[src/rtl/decoder_pkg.sv]
// ---------------------------------------------------------------------------
// decoder_pkg
// Shared types and constants for the sequential picoMIPS decoder.
//   - opcode values (as int localparams so any OPCODE_W can cast them)
//   - opcode_e  : opcode enum at the default 3-bit width
//   - dec_state_t : decoder FSM states
// Build option: DECODER_TRAP_EN adds the HALT state.
// ---------------------------------------------------------------------------
package decoder_pkg;

   localparam int OPCODE_W_DEF = 3;

   localparam int OP_ACCI = 0;
   localparam int OP_MACI = 1;
   localparam int OP_BEQ  = 2;
   localparam int OP_BNE  = 3;
   localparam int OP_NOP  = 4;

   typedef enum logic [OPCODE_W_DEF-1:0] {
      OPC_ACCI = OPCODE_W_DEF'(OP_ACCI),
      OPC_MACI = OPCODE_W_DEF'(OP_MACI),
      OPC_BEQ  = OPCODE_W_DEF'(OP_BEQ),
      OPC_BNE  = OPCODE_W_DEF'(OP_BNE),
      OPC_NOP  = OPCODE_W_DEF'(OP_NOP)
   } opcode_e;

   // WAIT_IN and MAC_BUSY each belong to exactly one instruction, so the
   // state itself records which instruction is pending.
   typedef enum logic [1:0] {
      S_EXEC     = 2'd0,
      S_WAIT_IN  = 2'd1,
      S_MAC_BUSY = 2'd2
`ifdef DECODER_TRAP_EN
      , S_HALT   = 2'd3
`endif
   } dec_state_t;

endpackage

[src/rtl/busy_counter.sv]
// ---------------------------------------------------------------------------
// busy_counter
// Loadable down-counter with a terminal flag, used to time the MAC stall.
// Ports:
//   clk, reset   : clock, synchronous active-high reset (count -> 0)
//   load         : load load_val this cycle (has priority over dec)
//   load_val     : value to load
//   dec          : decrement by one (saturates at zero)
//   at_one       : count currently equals 1 (last stall cycle)
// ---------------------------------------------------------------------------
module busy_counter #(
   parameter int W = 2
) (
   input  logic         clk,
   input  logic         reset,
   input  logic         load,
   input  logic [W-1:0] load_val,
   input  logic         dec,
   output logic         at_one
);

   logic [W-1:0] cnt_d;
   logic [W-1:0] cnt_q;

   // Next count: load wins, otherwise count down and stop at zero.
   always_comb begin
      cnt_d = cnt_q;
      if (load) begin
         cnt_d = load_val;
      end else if (dec && (cnt_q != '0)) begin
         cnt_d = cnt_q - W'(1);
      end
   end

   // Count register.
   always_ff @(posedge clk) begin
      if (reset) begin
         cnt_q <= '0;
      end else begin
         cnt_q <= cnt_d;
      end
   end

   assign at_one = (cnt_q == W'(1));

endmodule

[src/rtl/decoder_seq.sv]
// ---------------------------------------------------------------------------
// decoder_seq
// Sequential picoMIPS instruction decoder: multi-cycle MACI that stalls the
// PC, and a valid/ack handshake on the switch input. Outputs are Mealy
// functions of the FSM state and current inputs.
// Ports:
//   clk, reset          : clock, synchronous active-high reset
//   opcode, z           : current instruction opcode, ALU zero flag
//   in_valid / in_ack   : switch input handshake (ack is a 1-cycle pulse)
//   acc_en, acc_add,
//   in_en, w            : accumulator / register-file control
//   pc_incr,
//   pc_relbranch        : program counter control
//   busy                : FSM is outside EXEC
//   illegal             : sticky trap flag (DECODER_TRAP_EN builds only)
// Build option: DECODER_TRAP_EN -- illegal opcodes trap into HALT;
// otherwise they execute as NOP.
// ---------------------------------------------------------------------------
module decoder_seq
   import decoder_pkg::*;
#(
   parameter int OPCODE_W   = 3,
   parameter int MAC_CYCLES = 2
) (
   input  logic                clk,
   input  logic                reset,
   input  logic [OPCODE_W-1:0] opcode,
   input  logic                z,
   input  logic                in_valid,
   output logic                in_ack,
   output logic                acc_en,
   output logic                acc_add,
   output logic                in_en,
   output logic                w,
   output logic                pc_incr,
   output logic                pc_relbranch,
   output logic                busy
`ifdef DECODER_TRAP_EN
   ,
   output logic                illegal
`endif
);

   localparam int CNT_W = $clog2(MAC_CYCLES + 1);

   localparam logic [OPCODE_W-1:0] C_ACCI = OPCODE_W'(OP_ACCI);
   localparam logic [OPCODE_W-1:0] C_MACI = OPCODE_W'(OP_MACI);
   localparam logic [OPCODE_W-1:0] C_BEQ  = OPCODE_W'(OP_BEQ);
   localparam logic [OPCODE_W-1:0] C_BNE  = OPCODE_W'(OP_BNE);
   localparam logic [OPCODE_W-1:0] C_NOP  = OPCODE_W'(OP_NOP);

   // The decode cycle counts as the first MAC cycle, so the stall counter
   // only covers the remaining MAC_CYCLES-1 cycles.
   localparam logic [CNT_W-1:0] MAC_LOAD = CNT_W'(MAC_CYCLES - 1);

   dec_state_t state_d;
   dec_state_t state_q;
   logic       cnt_load;
   logic       cnt_dec;
   logic       cnt_at_one;

   busy_counter #(
      .W (CNT_W)
   ) u_busy_counter (
      .clk      (clk),
      .reset    (reset),
      .load     (cnt_load),
      .load_val (MAC_LOAD),
      .dec      (cnt_dec),
      .at_one   (cnt_at_one)
   );

   // Next state and Mealy outputs. Reset gates everything to zero so no
   // half-finished sequence can emit a w or in_ack pulse.
   always_comb begin
      state_d      = state_q;
      cnt_load     = 1'b0;
      cnt_dec      = 1'b0;
      in_ack       = 1'b0;
      acc_en       = 1'b0;
      acc_add      = 1'b0;
      in_en        = 1'b0;
      w            = 1'b0;
      pc_incr      = 1'b0;
      pc_relbranch = 1'b0;
      busy         = 1'b0;
`ifdef DECODER_TRAP_EN
      illegal      = 1'b0;
`endif
      if (!reset) begin
         case (state_q)
            S_EXEC: begin
               pc_incr = 1'b1;
               if (opcode == C_ACCI) begin
                  if (in_valid) begin
                     acc_en = 1'b1;
                     in_en  = 1'b1;
                     w      = 1'b1;
                     in_ack = 1'b1;
                  end else begin
                     pc_incr = 1'b0;
                     state_d = S_WAIT_IN;
                  end
               end else if (opcode == C_MACI) begin
                  if (MAC_CYCLES == 1) begin
                     acc_en  = 1'b1;
                     acc_add = 1'b1;
                     w       = 1'b1;
                  end else begin
                     pc_incr  = 1'b0;
                     cnt_load = 1'b1;
                     state_d  = S_MAC_BUSY;
                  end
               end else if (opcode == C_BEQ) begin
                  if (z) begin
                     pc_incr      = 1'b0;
                     pc_relbranch = 1'b1;
                  end
               end else if (opcode == C_BNE) begin
                  if (!z) begin
                     pc_incr      = 1'b0;
                     pc_relbranch = 1'b1;
                  end
               end else if (opcode != C_NOP) begin
`ifdef DECODER_TRAP_EN
                  state_d = S_HALT;
`endif
               end
            end
            S_WAIT_IN: begin
               busy = 1'b1;
               if (in_valid) begin
                  acc_en  = 1'b1;
                  in_en   = 1'b1;
                  w       = 1'b1;
                  in_ack  = 1'b1;
                  pc_incr = 1'b1;
                  state_d = S_EXEC;
               end
            end
            S_MAC_BUSY: begin
               busy    = 1'b1;
               cnt_dec = 1'b1;
               if (cnt_at_one) begin
                  acc_en  = 1'b1;
                  acc_add = 1'b1;
                  w       = 1'b1;
                  pc_incr = 1'b1;
                  state_d = S_EXEC;
               end
            end
`ifdef DECODER_TRAP_EN
            S_HALT: begin
               busy    = 1'b1;
               illegal = 1'b1;
            end
`endif
            default: begin
               state_d = S_EXEC;
            end
         endcase
      end
   end

   // State register.
   always_ff @(posedge clk) begin
      if (reset) begin
         state_q <= S_EXEC;
      end else begin
         state_q <= state_d;
      end
   end

endmodule
[config.mk]
export PLATFORM = sky130hd
export DESIGN_NAME = decoder_seq
export DESIGN_NICKNAME = d
export VERILOG_FILES = /design/src/rtl/decoder_pkg.sv /design/src/rtl/busy_counter.sv /design/src/rtl/decoder_seq.sv
export SDC_FILE = /design/constraint.sdc
export NUM_CORES = 1
export LEC_CHECK = 0
export ABC_CLOCK_PERIOD_IN_PS = 2050
export CAP_MARGIN = 20
export CORE_AREA = 2 2 39 41
export DETAILED_ROUTE_END_ITERATION = 10
export DIE_AREA = 0 0 41 43
export HOLD_SLACK_MARGIN = 0.06
export PLACE_DENSITY = 0.71
export SYNTH_ARGS = -nofsm -noshare
export SYNTH_HDL_FRONTEND = slang
export SYNTH_SLANG_ARGS = --single-unit
[constraint.sdc]
create_clock -name clk -period 2.05 [get_ports clk]
set_input_delay 0.3075 -clock clk [delete_from_list [all_inputs] [get_ports clk]]
set_output_delay 0.3075 -clock clk [all_outputs]
set_load 0.05 [all_outputs]
-- After elaboration in Yosys (flattened, before gate mapping)
Index checks and enable logic that the tools add are counted.
- flip-flop bits (word level): 4
- bits of input ports: 7
- word-level logic and storage cells: 61
- add/sub/neg operators: 1
- equal/unequal tests: 10
- mux-type cells: 39
- reduce and logical (&&, ||, !) cells: 8
- operators with widths (cell ; count):
    2-to-1 mux 1 bit ; 30
    2-to-1 mux 2 bit ; 5
    equality test 3 x 2 -> 1 bit, second input constant ; 2
    != test 3 bit, second input constant ; 2
    one-hot mux 1 bit (3 select lines) ; 2
    one-hot mux 2 bit (3 select lines) ; 1
    equality test 2 x 1 -> 1 bit, second input constant ; 2
    != test 2 bit, second input constant ; 2
    AND reduction 4 bit ; 1
    nonzero test 2 bit ; 2
    OR reduction 2 bit ; 2
    equality test 3 x 1 -> 1 bit, second input constant ; 1
    logical NOT 3 bit ; 1
    equality test 2 bit, second input constant ; 1
    logical NOT 2 bit ; 1
    one-hot mux 1 bit (2 select lines) ; 1
    subtractor 2 x 1 -> 2 bit, second input constant ; 1
    logical AND 1 bit ; 1

-- Logic depth before layout (Yosys ltp)
Gate-level depths: netlist of the first run.
- word-level depth: 7
- depth in mapped cells: 6
- gate-level depth less buffers: 5

-- Cells and area by module
From an unflattened synthesis of the first run, not the netlist that was laid out.
- cell total of the unflattened synthesis: 54
- area total of the unflattened synthesis: 452.9 um^2
- by module, submodules not included (module ; instances ; cells each ; area an instance (um^2)):
    decoder_seq ; 1 ; 39 ; 314.1
    busy_counter ; 1 ; 15 ; 138.9

-- Worst setup path after synthesis of the first run
No wires, ideal clock.
- path type: register to output
- from: register state_q[1]
- to: output w
- arrival: 2166 ps
- data required time: 1742 ps
- path slack: -423 ps
- cell stages (with the launch flop): 7
- path buffers: 1
- cell sequence: dfxtp_1 inv_1 ha_1 nor4b_4 o211ai_2 a21oi_1 buf_4
- word-level cells in the longest chain between the ends: 3
- RTL lines (item ; RTL line ; RTL):
    start: declaration ; decoder_seq.sv:57 ; dec_state_t state_q;
    start signal: assignment ; decoder_seq.sv:170 ; state_q <= state_d;
    equality test 2 bit, or another cell as far along ; -- ;
    one-hot mux 1 bit (3 select lines) * ; -- ;
    2-to-1 mux 1 bit * ; -- ;
    end: declaration ; decoder_seq.sv:34 ; output logic w,
Mark *: on every way between the ends. The rest lies on a longest branch, timed or not.

-- Worst setup path in the final report of the first run
- from: input opcode[2]
- to: output w
- word-level cells in the longest chain between the ends: 4
- RTL lines (item ; RTL line ; RTL):
    start: declaration ; decoder_seq.sv:27 ; input logic [OPCODE_W-1:0] opcode,
    logical NOT 3 bit ; decoder_seq.sv:94 ; if (opcode == C_ACCI) begin
    2-to-1 mux 1 bit ; decoder_seq.sv:94 ;
    one-hot mux 1 bit (3 select lines) ; decoder_seq.sv:91 ; case (state_q)
    2-to-1 mux 1 bit ; decoder_seq.sv:90 ; if (!reset) begin
Every way passes these cells.

==> results of run 1 <==
[worst paths after layout]
kind,endpoint,cells after the start
max,w,5
min,u_busy_counter.cnt_q[0],2
max reg2reg,state_q[1],6
min reg2reg,u_busy_counter.cnt_q[0],2
[state kept, by name, summed over array words and instances, names as in the netlist]
signal	cells
u_busy_counter.cnt_q	2
state_q	2
[power by group through the flow]
stage	registers, W	clock network, W	logic, W
4_1_cts	0.0000882	0.000106	0.000163
2_1_floorplan	0.0000880	0	0.0000881
3_3_place_gp	0.0000889	0	0.000154
5_1_grt	0.0000898	0.000111	0.000181
6_report	0.0000893	0.0000966	0.000170
3_5_place_dp	0.0000895	0	0.000156
[metrics by stage]
step	power (W)	std cells
final	0.000356	86
after global routing	0.000382	86
after CTS	0.000357	84
after detailed placement	0.000245	81
after global placement	0.000243	81
after floorplan	0.000176	51
[cells by family (layout without fill, tap and decap cells)]
kind of cell | Yosys count | count (layout) | share of synthesized area [%]
adder cells (fa/ha/maj) | 6 | 6 | 17.5
multiplexers | 1 | 1 | 2.34
AO/OA/AOI/OAI | 10 | 10 | 17.0
AND/OR/NAND/NOR | 18 | 18 | 29.8
XOR/XNOR | 2 | 2 | 4.09
flip-flops | 4 | 4 | 18.7
buffers and inverters | 10 | 29 | 10.5
[per-layer routing]
metal / vias up / wire, um / GRT usage (%)
li1: 214 / - / -
met1: 193 / 429 / 14.4
met2: 12 / 505 / 23.4
met3: 0 / 37 / 6.28
met4: 0 / 0 / 4.00
met5: - / 0 / 0
[cell type report]
| cell class | count | area [um2] | share of cell area (%) |
|---|---|---|---|
| multi-input combinational | 37 | 333 | 45.0 |
| clock buffer | 3 | 22.5 | 3.05 |
| sequential | 4 | 81.3 | 11.0 |
| timing repair buffer | 18 | 253 | 34.2 |
| tap | 16 | 20.0 | 2.71 |
| inverter | 8 | 30.0 | 4.06 |
[cells in the final DEF (no fill, tap or decap), types with 2 or more instances in the layout]
cell type        instances
nand3_1                  2
nand2b_1                 3
nor2_1                   2
clkbuf_4                 3
inv_2                    3
clkdlybuf4s50_1          5
buf_12                   8
inv_1                    5
a21oi_1                  3
buf_4                    4
ha_1                     5
dfxtp_1                  3
nand2_1                  2
xnor2_1                  2
[worst max-delay path, cell delays in order]
cell             delay [ns]
clkdlybuf4s50_1        0.46
nor4b_4                0.32
o211ai_2               0.18
a21oi_4                0.25
buf_12                 0.17
[timing repair]
action	CTS	global route
pin swaps	2	3
setup buffers	0	2
endpoints found under the setup margin	3	5
gates resized for setup	3	4
hold endpoints to repair	0	0
==> metrics, run 1 <==
net load switching power about 0.00012 W; fraction of registers with async set or reset after synthesis 0%; Comb pwr share 47.8%; # diodes 0; Lkg Pwr 0.327 nW; die width 41 um; placed inst area 678 um2; Vert. Die Dim approximately 43 um; post-synth top area share 18.7%; Achievable Freq 498 MHz; Worst Skew 0.00303 ns; #FFs+latches synth 4; GPL Wtd Cong 0.789; final period utilization 97.9%; count of max-cap constraint violations 0; reg2reg start state_q[1]; Antenna Violating Nets Remaining 0; # clock sinks 4; min Tclk post-route 2.01 ns; crit end category output pin; Max H-tree Level 1; Yosys cell types 27; Slew HR between 80% and 90%; core box area 1380 um2; PnR worst setup slack 0.0427 ns; Net count, final 85; Cell Int Power 0.000236 W; I/O pin total 15; startpoint types input port; Fill cells 123; synth top area cells dfxtp_1 (19%), ha_1 (18%), inv_1 (6.1%); Layout Area Growth over Synthesis 72.8%; Max clock buf depth 2; Slew @ Worst Pin 0.279 ns; Layout Utilization 53.4%; vias in the first global route 431; WP data required between 1.5 and 2 ns; row count 14; Slew Limit Fails 0; Final Cell Area 739 um2; grt ovf 0; starting density of the core 30.9%; Post-Synthesis Cell Area 428 um2; GRT Resource Usage Total 13.8%; Yosys top cell by area dfxtp_1; top-count cell post-synth inv_1; CTS Root Cell clkbuf_4; wirelength, routed around 970 um; CTS Buf Count 3; beginning of the critical path opcode[2]; Wirelength per Cell 11.3 um; CTS tree done; Seq pwr share 25.1%; crit path max fanout 3; DRT Pass-1 Iters 2; first-pass GRT wire length 1.66 mm; layout cell share with drive strength beyond 1 34.3%; Worst Setup Slack post-DPL approximately 0.022 ns; status finished, final reports clean; Post-synth EDFFs 0; Setup TNS 0 ns; clk slew on worst S/H paths 0.03 ns; buffers added on ports 14; initial antenna violation count 0; worst setup path class in2out; Worst-Skew Late Latency roughly 0.23 ns; switching fraction of total power 33.8%; clock power share 27.1%; hold path startpoint u_busy_counter.cnt_q[0]; CTS Hold Bufs 0; Syn Nets 64; Syn. warnings 0; Die ar. 1760 um2; Fin Hold WS 0.588 ns; HP Class reg2reg; Commonest cells post-synth inv_1 (7), ha_1 (6), a21oi_1 (4), dfxtp_1 (4), nand2b_1 (3); Max VDD drop approximately 290 uV; Syn Inst Count between 50 and 60; Primary FF master, synth dfxtp_1; RSZ-0062 raised after global routing no; DR DRC count 0; pwr/cell area just under 500 nW/um2; register area share after synthesis 18.7%; initial DRC count 3; FF-to-FF setup slack 0.59 ns; Vias 419; Hold Vio Cnt, Final 0; HPWL Detailed 749 um; final setup vio count 0; crit path DAT between 1.5 and 2 ns; syn_area_per_cell 8.39 um2; vias per inst 4.87; largest net degree at the start of global routing 8
Note: power is estimated with default switching activity, not from simulation.
==> run 2: changes to the inputs <==
--- a/config.mk
+++ b/config.mk
@@ -6,12 +6,12 @@
 export NUM_CORES = 1
 export LEC_CHECK = 0
 export ABC_CLOCK_PERIOD_IN_PS = 2050
-export CAP_MARGIN = 20
 export CORE_AREA = 2 2 39 41
 export DETAILED_ROUTE_END_ITERATION = 10
 export DIE_AREA = 0 0 41 43
 export HOLD_SLACK_MARGIN = 0.06
-export PLACE_DENSITY = 0.71
+export PLACE_DENSITY = 0.66
+export RECOVER_POWER = 100
 export SYNTH_ARGS = -nofsm -noshare
 export SYNTH_HDL_FRONTEND = slang
 export SYNTH_SLANG_ARGS = --single-unit
==> metrics, run 2 (same netlist as run 1, synthesis figures left out) <==
status finished, final reports clean; CTS Buf Count 3; I/O pin total 15; CP max-delay cell dfxtp_2; Layout Area Growth over Synthesis 64.6%; reg2reg end state_q[0]; Net count, final 87; CTS tree done; largest stage delay on the critical path 0.33 ns; CTS Root Cell clkbuf_4; min Tclk post-route 1.96 ns; first-pass GRT wire length 1.60 mm; commonest non-fill, non-tap cell in the layout buf_4; area of the multi-input gates 333 um2; Die ar. 1760 um2; Min-Delay Endpoint state_q[0]; # diodes 0; Hold Vio Cnt, Final 0; grt ovf 0; initial DRC count 6; crit path DAT 1.66 ns; die width 41 um; crit path max fanout 7; initial antenna violation count 0; Wirelength per Cell 11.5 um; Vias about 430; Vert. Die Dim 43 um; buffers added on ports 14; Layout Cells excl Fill 88; hold path startpoint state_q[0]; Lkg Pwr ~0.34 nW; HPWL Detailed ~790 um; row count 14; HP Class reg2reg; hold path depth 1; count of max-cap constraint violations 0; Setup TNS 0 ns; placed insts 81; worst path cell trace inv_2 > ha_4 > nor4b_4 > o211ai_2 > a31oi_2 > buf_12; Fill cells between 100 and 150; final period utilization a little over nine tenths; Buf/Inv on CP 2; DRT Pass-1 Iters 4; Max H-tree Level 1; crit end category output pin; wirelength, routed 1.01 mm; Final Cell Area 704 um2; pwr/cell area a little under 500 nW/um2; Achievable Freq 509 MHz; GRT Resource Usage Total 13.0%; core box area around 1400 um2; DR DRC count 0; WP data required roughly 1.7 ns; starting density of the core 30.9%; worst setup path class reg2out; register area 82.6 um2; final setup vio count 0; placed inst area slightly below 700 um2; Antenna Violating Nets Remaining 0; Slew HR 59.9%; vias per inst 4.91; Slew @ Worst Pin 0.604 ns; vias in the first global route between 300 and 400; Max VDD drop 343 uV; kind of cell adding the most delay to the critical path compound AO/OA/AOI/OAI gates; commonest cells after routing, fill and taps aside buf_4 (7), inv_1 (5), ha_1 (5); # clock sinks 4; Fin Hold WS 0.568 ns; largest net degree at the start of global routing 8; top flop regs state_q x2, u_busy_counter.cnt_q x2; Worst Skew roughly 0.00039 ns; startpoint types flip-flop; clk slew on worst S/H paths 0.04 ns; GPL Wtd Cong 0.803; FF-to-FF setup slack between 0.5 and 0.6 ns; Slew Limit Fails 0; CTS Hold Bufs 0; Max clock buf depth 2; layout cell share with drive strength beyond 1 36.1%; reg2reg start state_q[0]; cells on worst reg2reg path 6; Worst-Skew Late Latency 0.23 ns
## run 2: cell count changes in the layout (fill, tap and decap cells not counted), sizes merged
cell,before,now
buf,12,11
clkbuf,3,6
clkdlybuf4s50,5,3
dlymetal6s2s,1,3
## run 2: worst reg2reg max path, cell delays in order, from the launching register on
cell	delay, ns
dfxtp_2	0.35
inv_2	0.06
clkbuf_4	0.13
ha_1	0.21
nand2b_1	0.14
nor4bb_1	0.28
o221a_1	0.22
## run 2: report_power, final
| part | internal, W | total, W | leakage, nW | switching, W |
|---|---|---|---|---|
| logic | 0.0000752 | 0.000157 | 0.292 | 0.0000813 |
| clock network | 0.0000653 | 0.0000942 | 0.0138 | 0.0000290 |
| registers | 0.0000839 | 0.0000893 | 0.0334 | 0.00000545 |
## run 2: cell type report
type	count	area share (%)
multi-input cells	37	47.2
flip-flops and latches	4	11.7
repair buffers	20	30.7
clock buffers	3	3.20
well taps	16	2.84
inverters	8	4.26
## run 2: what timing repair did
action	4_1_cts	5_1_grt
gates cloned	0	0
endpoints found under the setup margin	3	5
resized for setup	2	8
pin swaps	2	4
endpoints found under the hold margin	0	0
buffers inserted	0	4
## run 2: metrics by stage
stage / power (W) / worst slack, ns / utilization (%)
after global placement: 0.000244 / 0.0464 / 49.0
after CTS: 0.000345 / 0.00618 / 51.4
after floorplan: 0.000176 / -0.0897 / -
after detailed placement: 0.000245 / 0.0142 / 49.0
final: 0.000340 / 0.0856 / 50.9
after global routing: 0.000363 / -0.0152 / 50.9
## run 2: how the worst max path moves through the flow
| stage | from | end | slack, ns | depth (start not counted) |
|---|---|---|---|---|
| 3_3_place_gp | opcode[2] | w | 0.05 | 5 |
| 4_1_cts | state_q[1] | w | 0.006 | 6 |
| 6_report | state_q[1] | pc_incr | 0.09 | 6 |
| 3_5_place_dp | opcode[2] | w | 0.01 | 5 |
| 2_1_floorplan | state_q[1] | w | -0.09 | 6 |
| 5_1_grt | state_q[1] | pc_incr | -0.02 | 6 |
## run 2: per-layer routing
layer  vias up  track usage [%]  share of wire (%)
li1        222                -                  -
met1       202             18.6                 42
met2         8             18.8                 54
met3         0             3.14                3.1
met4         0             4.00                  0
met5         -                0                  0
==> run 3: changes to the inputs <==
--- a/config.mk
+++ b/config.mk
@@ -5,7 +5,7 @@
 export SDC_FILE = /design/constraint.sdc
 export NUM_CORES = 1
 export LEC_CHECK = 0
-export ABC_CLOCK_PERIOD_IN_PS = 2050
+export ABC_CLOCK_PERIOD_IN_PS = 2140
 export CORE_AREA = 2 2 39 41
 export DETAILED_ROUTE_END_ITERATION = 10
 export DIE_AREA = 0 0 41 43
==> constraint.sdc (replaced) <==
create_clock -name clk -period 2.14 [get_ports clk]
set_input_delay 0.321 -clock clk [delete_from_list [all_inputs] [get_ports clk]]
set_output_delay 0.321 -clock clk [all_outputs]
set_load 0.05 [all_outputs]
==> metrics, run 3 (same netlist as run 1, synthesis figures left out) <==
status finished, final reports clean; worst path cell trace inv_1 > ha_2 > nor4b_4 > o211ai_2 > a31oi_2 > buf_12; cells on worst reg2reg path 5; layout cell share with drive strength beyond 1 27.9%; Antenna Violating Nets Remaining 0; Net count, final 83; Max H-tree Level 1; crit path DAT 1.77 ns; Die ar. around 1800 um2; DRT Pass-1 Iters 4; # diodes 0; CP max-delay cell dfxtp_1; min Tclk post-route 2.09 ns; vias per inst 4.98; worst setup path class reg2out; Max VDD drop about 260 uV; die width 41 um; Fin Hold WS 0.590 ns; initial antenna violation count 0; crit end category output pin; Comb pwr share a little under half; Vias between 400 and 500; Slew Limit Fails 0; PnR worst setup slack approximately 0.045 ns; CTS tree done; Seq pwr share 25.3%; initial DRC count 8; pwr/cell area 468 nW/um2; Slew HR 80.3%; Layout Area Growth over Synthesis 66.1%; reg2reg start state_q[0]; starting density of the core 30.9%; commonest non-fill, non-tap cell in the layout buf_12; buffers added on ports 14; Cell Int Power 0.000217 W; row count 14; GPL Wtd Cong 0.808; FF-to-FF setup slack 0.72 ns; placed insts 81; Max clock buf depth 2; DR DRC count 0; Slew @ Worst Pin 0.296 ns; commonest cells after routing, fill and taps aside buf_12 (8), inv_1 (7), clkdlybuf4s50_1 (6); clk slew on worst S/H paths 0.04 ns; crit path max fanout 7; HPWL Detailed between 700 and 800 um; Lkg Pwr 0.307 nW; Min-Delay Endpoint state_q[0]; GRT Resource Usage Total 12.0%; Vert. Die Dim 43 um; Wirelength per Cell 10.9 um; reg2reg end state_q[1]; net load switching power 0.000116 W; switching fraction of total power 34.8%; clock power share 29.0%; top flop regs state_q x2, u_busy_counter.cnt_q x2; WP data required 1.82 ns; startpoint types flip-flop; Layout Cells excl Fill 84; largest net degree at the start of global routing 8; Achievable Freq about 480 MHz; final setup vio count 0; Worst Skew 0.000123 ns; final period utilization 97.9%; wirelength, routed about 920 um; Worst Setup Slack post-DPL 0.0995 ns; CTS Root Cell clkbuf_4; Hold Vio Cnt, Final 0; hold path startpoint state_q[0]; first-pass GRT wire length 1.46 mm; hold path depth 1; vias in the first global route between 300 and 400; # clock sinks 4; grt ovf 0; HP Class reg2reg; CTS Buf Count 3; largest stage delay on the critical path around 0.33 ns; Worst-Skew Late Latency roughly 0.24 ns; I/O pin total 15; core box area about 1400 um2; count of max-cap constraint violations 0
run 3: cell types whose count changed in the layout (fill, tap and decap cells not counted), sizes merged:
cell / before / now
buf: 11 / 10
clkbuf: 6 / 3
clkdlybuf4s50: 3 / 6
dlymetal6s2s: 3 / 0
run 3: through the flow:
stage / total power (W) / utilization (%) / area [um2] / setup TNS, ns
after global routing: 0.000344 / 51.4 / 711 / -0.0537
after CTS: 0.000331 / 51.2 / 708 / 0
after floorplan: 0.000169 / - / 438 / -0.0132
after detailed placement: 0.000235 / 49.0 / 678 / 0
after global placement: 0.000234 / 49.0 / 678 / 0
final: 0.000332 / 51.4 / 711 / 0
run 3: worst max-delay path, delay by kind of cell, from the launching register on:
kind | cells | cell delay [ns]
AOI/OAI and AO/OA | 2 | 0.41
DFF | 1 | 0.33
adders and majority gates | 1 | 0.26
buffers and inverters | 2 | 0.27
and+or+nand+nor | 1 | 0.25
run 3: routing by layer:
layer / track usage, % / part of all wire [%] / vias to the layer above
met2: 17.8 / 51 / 13
met1: 15.4 / 44 / 192
met3: 1.57 / 2.7 / 3
met5: 0 / 0 / -
li1: - / - / 210
met4: 8.00 / 2.4 / 0
run 3: power groups by stage:
stage	clock network [W]	logic, W	registers [W]
CTS	0.0000965	0.000151	0.0000841
floorplan	0	0.0000843	0.0000843
finish	0.0000965	0.000152	0.0000841
global placement	0	0.000149	0.0000851
global route	0.0000966	0.000163	0.0000845
detailed placement	0	0.000150	0.0000853
run 3: worst max path at each step:
| stage | startpoint | to | slack, ns | cells past startpoint |
|---|---|---|---|---|
| floorplan | state_q[1] | w | -0.01 | 6 |
| global placement | opcode[2] | w | 0.11 | 5 |
| detailed placement | opcode[2] | w | 0.1 | 5 |
| CTS | state_q[1] | pc_incr | 0.005 | 6 |
| global route | state_q[1] | pc_incr | -0.04 | 6 |
| finish | state_q[1] | pc_incr | 0.05 | 6 |
run 3: cell type report:
type	instances	area (um2)
Fill cell	111	673
Multi-Input combinational cell	37	323
Timing Repair Buffer	16	235
Sequential cell	4	80.1
Inverter	8	30.0
Clock buffer	3	22.5
Tap cell	16	20.0
run 3: repair_timing:
item | CTS | global route
setup endpoints to repair | 2 | 5
pin swaps | 1 | 0
resized for setup | 1 | 1
hold buffers | 0 | 0
setup buffers | 0 | 0
